===== config.mk =====
export PLATFORM = sky130hd
export DESIGN_NAME = rr_arb8
export DESIGN_NICKNAME = d
export VERILOG_FILES = /design/src/rtl/rr_arb_pkg.sv /design/src/rtl/prio_enc8.sv /design/src/rtl/rr_arb8.sv
export SDC_FILE = /design/constraint.sdc
export NUM_CORES = 1
export LEC_CHECK = 0
export BUFFER_PORTS_ARGS = -buffer_cell sky130_fd_sc_hd__buf_2
export CAP_MARGIN = 25
export CELL_PAD_IN_SITES_DETAIL_PLACEMENT = 1
export CELL_PAD_IN_SITES_GLOBAL_PLACEMENT = 1
export CORE_MARGIN = 2
export CORE_UTILIZATION = 40
export CTS_CLUSTER_SIZE = 10
export DETAILED_ROUTE_END_ITERATION = 8
export HOLD_SLACK_MARGIN = 0.15
export PLACE_DENSITY = 0.79
export SLEW_MARGIN = 15
export SYNTH_ARGS = -nofsm -noshare
export SYNTH_HDL_FRONTEND = slang
export SYNTH_SLANG_ARGS = --single-unit

===== constraint.sdc =====
create_clock -name clk -period 8.45 [get_ports clk]
set_input_delay 0 -clock clk [delete_from_list [all_inputs] [get_ports clk]]
set_output_delay 0 -clock clk [all_outputs]
set_load 0.02 [all_outputs]

===== src/rtl/rr_arb_pkg.sv =====
// Shared constants and types for the 8-way round-robin arbiter.
package rr_arb_pkg;

  localparam int unsigned N_REQ      = 8;
  localparam int unsigned ID_W       = 3;
  localparam int unsigned HOLD_CNT_W = 8;

  typedef enum logic {
    IDLE = 1'b0,
    BUSY = 1'b1
  } state_e;

endpackage


===== src/rtl/prio_enc8.sv =====
// Lowest-set-bit encoder: position of the first 1 from bit 0, 0 when input is empty.
module prio_enc8
  import rr_arb_pkg::*;
(
  input  logic [N_REQ-1:0] in_vec,
  output logic [ID_W-1:0]  pos,
  output logic             valid
);

  // Scan downward so the lowest set bit is the last one written.
  always_comb begin
    pos   = '0;
    valid = 1'b0;
    for (int i = N_REQ - 1; i >= 0; i--) begin
      if (in_vec[i]) begin
        pos   = ID_W'(i);
        valid = 1'b1;
      end
    end
  end

endmodule


===== src/rtl/rr_arb8.sv =====
// 8-way round-robin arbiter with registered one-hot grant and optional hold limit.
module rr_arb8
  import rr_arb_pkg::*;
#(
  parameter int unsigned HOLD_MAX = 16
) (
  input  logic       clk,
  input  logic       resetn,
  input  logic [7:0] req,
  input  logic       done,
  output logic [7:0] gnt,
  output logic [2:0] gnt_id,
  output logic       busy,
  output logic       preempt
);

  state_e                state_q, state_d;
  logic [N_REQ-1:0]      gnt_q, gnt_d;
  logic [ID_W-1:0]       gnt_id_q, gnt_id_d;
  logic [ID_W-1:0]       ptr_q, ptr_d;
  logic [HOLD_CNT_W-1:0] cnt_q, cnt_d;
  logic                  preempt_q, preempt_d;

  logic [ID_W-1:0]  base_c;
  logic [N_REQ-1:0] rot_c;
  logic [ID_W-1:0]  enc_pos_c;
  logic             enc_valid_c;
  logic [ID_W-1:0]  winner_c;
  logic             owner_req_c;
  logic             hold_hit_c;
  logic             release_c;

  // Rotate right so that index (ptr+1) lands on bit 0; 3-bit index wraps naturally.
  always_comb begin
    logic [ID_W-1:0] idx;
    base_c = ptr_q + ID_W'(1);
    rot_c  = '0;
    for (int i = 0; i < N_REQ; i++) begin
      idx      = ID_W'(i) + base_c;
      rot_c[i] = req[idx];
    end
  end

  prio_enc8 u_prio_enc8 (
    .in_vec (rot_c),
    .pos    (enc_pos_c),
    .valid  (enc_valid_c)
  );

  assign winner_c    = enc_pos_c + base_c;
  assign owner_req_c = req[gnt_id_q];
  assign hold_hit_c  = (HOLD_MAX != 0) && (cnt_q == HOLD_CNT_W'(HOLD_MAX));
  assign release_c   = done || !owner_req_c || hold_hit_c;

  // Next-state and registered-output logic.
  always_comb begin
    state_d   = state_q;
    gnt_d     = gnt_q;
    gnt_id_d  = gnt_id_q;
    ptr_d     = ptr_q;
    cnt_d     = cnt_q;
    preempt_d = 1'b0;
    case (state_q)
      IDLE: begin
        if (enc_valid_c) begin
          state_d  = BUSY;
          gnt_d    = N_REQ'(1) << winner_c;
          gnt_id_d = winner_c;
          cnt_d    = HOLD_CNT_W'(1);
        end
      end
      BUSY: begin
        if (release_c) begin
          state_d   = IDLE;
          gnt_d     = '0;
          ptr_d     = gnt_id_q;
          cnt_d     = '0;
          // Only a pure hold-limit release counts as a preemption.
          preempt_d = hold_hit_c && !done && owner_req_c;
        end else if (cnt_q != '1) begin
          cnt_d = cnt_q + HOLD_CNT_W'(1);
        end
      end
      default: state_d = IDLE;
    endcase
  end

  always_ff @(posedge clk) begin
    if (!resetn) begin
      state_q   <= IDLE;
      gnt_q     <= '0;
      gnt_id_q  <= '0;
      ptr_q     <= ID_W'(N_REQ - 1);
      cnt_q     <= '0;
      preempt_q <= 1'b0;
    end else begin
      state_q   <= state_d;
      gnt_q     <= gnt_d;
      gnt_id_q  <= gnt_id_d;
      ptr_q     <= ptr_d;
      cnt_q     <= cnt_d;
      preempt_q <= preempt_d;
    end
  end

  assign gnt     = gnt_q;
  assign gnt_id  = gnt_id_q;
  assign busy    = (state_q == BUSY);
  assign preempt = preempt_q;

endmodule


==> flow_summary_export.csv <==
group,metric,value,unit
run_status,status,"finished clean",
die,die_width,74.9,µm
global_route,grt_pass1_vias,1710,
sta,relSlewSlack,40.0,%
clock_network,tritoncts,"built",
sta,finalCritPeriodShare,61.8,%
synth,synth-compound-area-share,23.2,%
placed_design,preCtsSetupSlack,3240,ps
synth,ys_ff_latch,24,
sta,fmax,192,MHz
sta,tightestPinTransition,893,ps
sta,finalMaxSlewViolations,0,
synth,yosysSeqAreaShare,23.9,%
finish,fillers,579,
finish,ff_latch_area,480,µm²
die,initial_core_util,42.0,%
routing,drtAntennaViolNets,0,
die,die-area,0.00561,mm²
sta,fin_ws,3230,ps
finish,layout.cells.non_filler,311,
clock_network,ctsResizeCount,0,
sta,whs,483,ps
finish,multi_input_area,0.00142,mm²
synth,synth_top_flop_cell,"dfxtp_1",
synth,synth_edf_count,0,
die,placeableCoreArea,0.00479,mm²
global_route,track_usage,19.0,%
setup_path,path_class,"reg -> reg",
synth,synth.cell_area,0.00201,mm²
die,die_h,74.9,µm
sta,rsz0062_at_grt,"false",
routing,vias,1834,
setup_path,worstPathRequired,8610,ps
synth,synth_top_family_by_area,"compound AO/OA/AOI/OAI gates",
setup_path,arrival,5380,ps
synth,syn_nets,244,
placed_design,gp_congestion,0.872,
setup_path,crit_path_end_kind,"register",
clock_network,cts_sinks,24,
power,p_per_area,319,mW/mm²
die,io_pins,24,
finish,final_util,46.2,%
clock_network,htree_num_levels,1,
global_route,grt_pass1_wl,8330,µm
routing,met1_length,2590,µm
finish,n_antenna_cell,0,
finish,final_nets,262,
global_route,grt_max_degree,22,
routing,vias_per_cell,5.90,
placed_design,portBuffers,23,
power,leakagePower,0.918,nW
sta,setup_viol,0,
synth,synth_async_sr_flop_share,0,%
synth,synth.distinct_cells,62,
routing,routed_wl,5060,µm
synth,synth-xor-area-share,3.36,%
sta,fin_skew,2.48,ps
synth,synth_area_per_cell,8.85,µm²
sta,hold_viol_final,0,
routing,wl_met3,132,µm
global_route,grt_remaining_overflow,0,
routing,drt-initial-drc-count,73,
synth,muxShareOfSynthArea,17.3,%
finish,drive_above_1_share,20.1,%
setup_path,crit_path_start_kind,"register",
routing,wl_met2,2300,µm
sta,tns,0,ps
finish,area_growth,10.0,%
routing,drtPass1Iterations,4,
synth,synth_cells,227,
clock_network,insertion_delay,260,ps
synth,synthSimpleGateAreaFrac,22.9,%
clock_network,cts_buffers,3,
setup_path,path_max_fanout,21,
synth,yosys_warnings,0,
clock_network,clk_path_buf_depth,2,
routing,top_layer_used,"met4",
hold_path,min_path_type,"reg -> reg",
clock_network,clk_pin_slew,80,ps
die,std_cell_rows,25,
run,cap_violations,0,
clock_network,cts-root-buf,"clkbuf_8",
placed_design,dpl.cell_count,304,
placed_design,dp_hpwl,3800,µm
power,peakVddDrop,119,µV
routing,routedWlPerCell,16.3,µm
global_route,antenna_found_initial,0,
synth,synth_fa_ha_area_share,4.11,%
setup_path,rrSetupSlack,3230,ps
routing,drc,0,
sta,period_minus_slack,5220,ps
==> Yosys cell counts (2+ instances only) <==
cell      number  area [µm²]
mux4_2         3        67.6
o32a_1         4        40.0
or3_1          2        12.5
buf_6          2        22.5
nor4_1         4        25.0
and3_1         4        25.0
nand3_1        7        35.0
inv_1          6        22.5
o21ai_0       12        60.1
a311oi_1       3        26.3
a221o_1        4        40.0
dfxtp_1       24         480
mux2i_1       10         100
mux2_2         7        78.8
buf_2          2        10.0
a21oi_1       11        55.1
o22ai_2        3        37.5
a22o_1         4        35.0
a21o_1         3        22.5
o211a_1        2        20.0
xnor2_1        4        35.0
mux4_1         3        78.8
a31oi_1        3        18.8
nor2_1        14        52.6
clkbuf_1       5        18.8
nand2_1       17        63.8
nand4_1        5        31.3
ha_1           5        62.6
nand2b_1       3        18.8
nor3_1        15        75.1
and2b_1        3        22.5
nor2b_1        3        18.8
==> stage by stage <==
step / power (mW) / area [µm²]
2_1_floorplan: 0.536 / 2010
4_1_cts: 0.710 / 2210
6_report: 0.705 / 2210
3_5_place_dp: 0.629 / 2130
5_1_grt: 0.763 / 2210
3_3_place_gp: 0.619 / 2130
==> layout by cell type (no fill, tap or decap), types with 2 or more instances in the layout <==
cell	synthesis	final
clkbuf_8	0	4
o21ai_0	12	12
nand2_1	17	17
o22ai_2	3	3
mux2i_1	10	10
a311oi_1	3	3
dfxtp_1	24	24
a31oi_1	3	3
or3_1	2	2
o211a_1	2	2
xnor2_1	4	4
a21oi_1	11	11
a21o_1	3	3
o32a_1	4	4
nor2_1	14	14
a221o_1	4	4
buf_2	2	23
ha_1	5	5
nor4_1	4	4
mux4_2	3	3
nand2b_1	3	3
nand4_1	5	5
and2b_1	3	3
nor2b_1	3	3
and3_1	4	4
nor3_1	15	15
dlygate4sd3_1	0	3
a22o_1	4	4
mux4_1	3	3
nand3_1	7	7
inv_1	6	6
mux2_2	7	7
==> layout make-up <==
class	instances	area share [%]
clock buffers	4	2.49
flip-flops and latches	24	21.7
multi-input cells	184	64.4
well taps	67	3.79
repair buffers	26	6.56
inverters	6	1.02
==> power breakdown <==
group          switching, mW  internal (mW)
Sequential            0.0239          0.135
Clock                 0.0348         0.0415
Combinational          0.277          0.193
==> layer usage <==
metal	GRT usage (%)	up-vias
met5	0	-
met4	2.98	0
met3	3.08	4
met2	30.4	26
met1	27.6	894
li1	-	910
==> cell families (layout without fill, tap and decap cells) <==
group,after synthesis,in the layout
and+or+nand+nor,87,87
muxes,24,24
adders and majority gates,6,6
DFF,24,24
buffers and inverters,19,36
xor gates and xnor gates,6,6
AOI/OAI and AO/OA,61,61
==> sequential cells by signal, summed over array words and instances (netlist names) <==
| register | cells |
|---|---|
| gnt_id | 3 |
| preempt | 1 |
| busy | 1 |
| ptr_q | 3 |
| cnt_q | 8 |
| gnt | 8 |
==> worst max-delay path, stage by stage, from the launching register on <==
cell and delay (ps):
dfxtp_1 650, inv_1 240, ha_1 880, mux2_2 450, mux2_2 320, o311a_1 300, o22ai_1 170, o21ai_0 110
a21oi_1 170, ha_1 170, inv_1 50, fa_1 400, xnor2_1 420, nor2_1 120, a31oi_1 170, a21bo_2 230
a32o_1 240
==> final timing paths <==
| kind | end | startpoint | cells after the start |
|---|---|---|---|
| worst max-delay path | gnt_id[2] | ptr_q[0] | 16 |
| worst min-delay path | gnt[7] | gnt[7] | 1 |
| worst max register to register | gnt_id[2] | ptr_q[0] | 16 |
| worst min register to register | gnt[7] | gnt[7] | 1 |
==> repair_timing <==
| action | CTS | global route |
|---|---|---|
| hold endpoints to repair | 10 | 0 |
| buffers inserted | 0 | 0 |
| hold buffers | 3 | 0 |
Power figures use the tool's default switching activity.
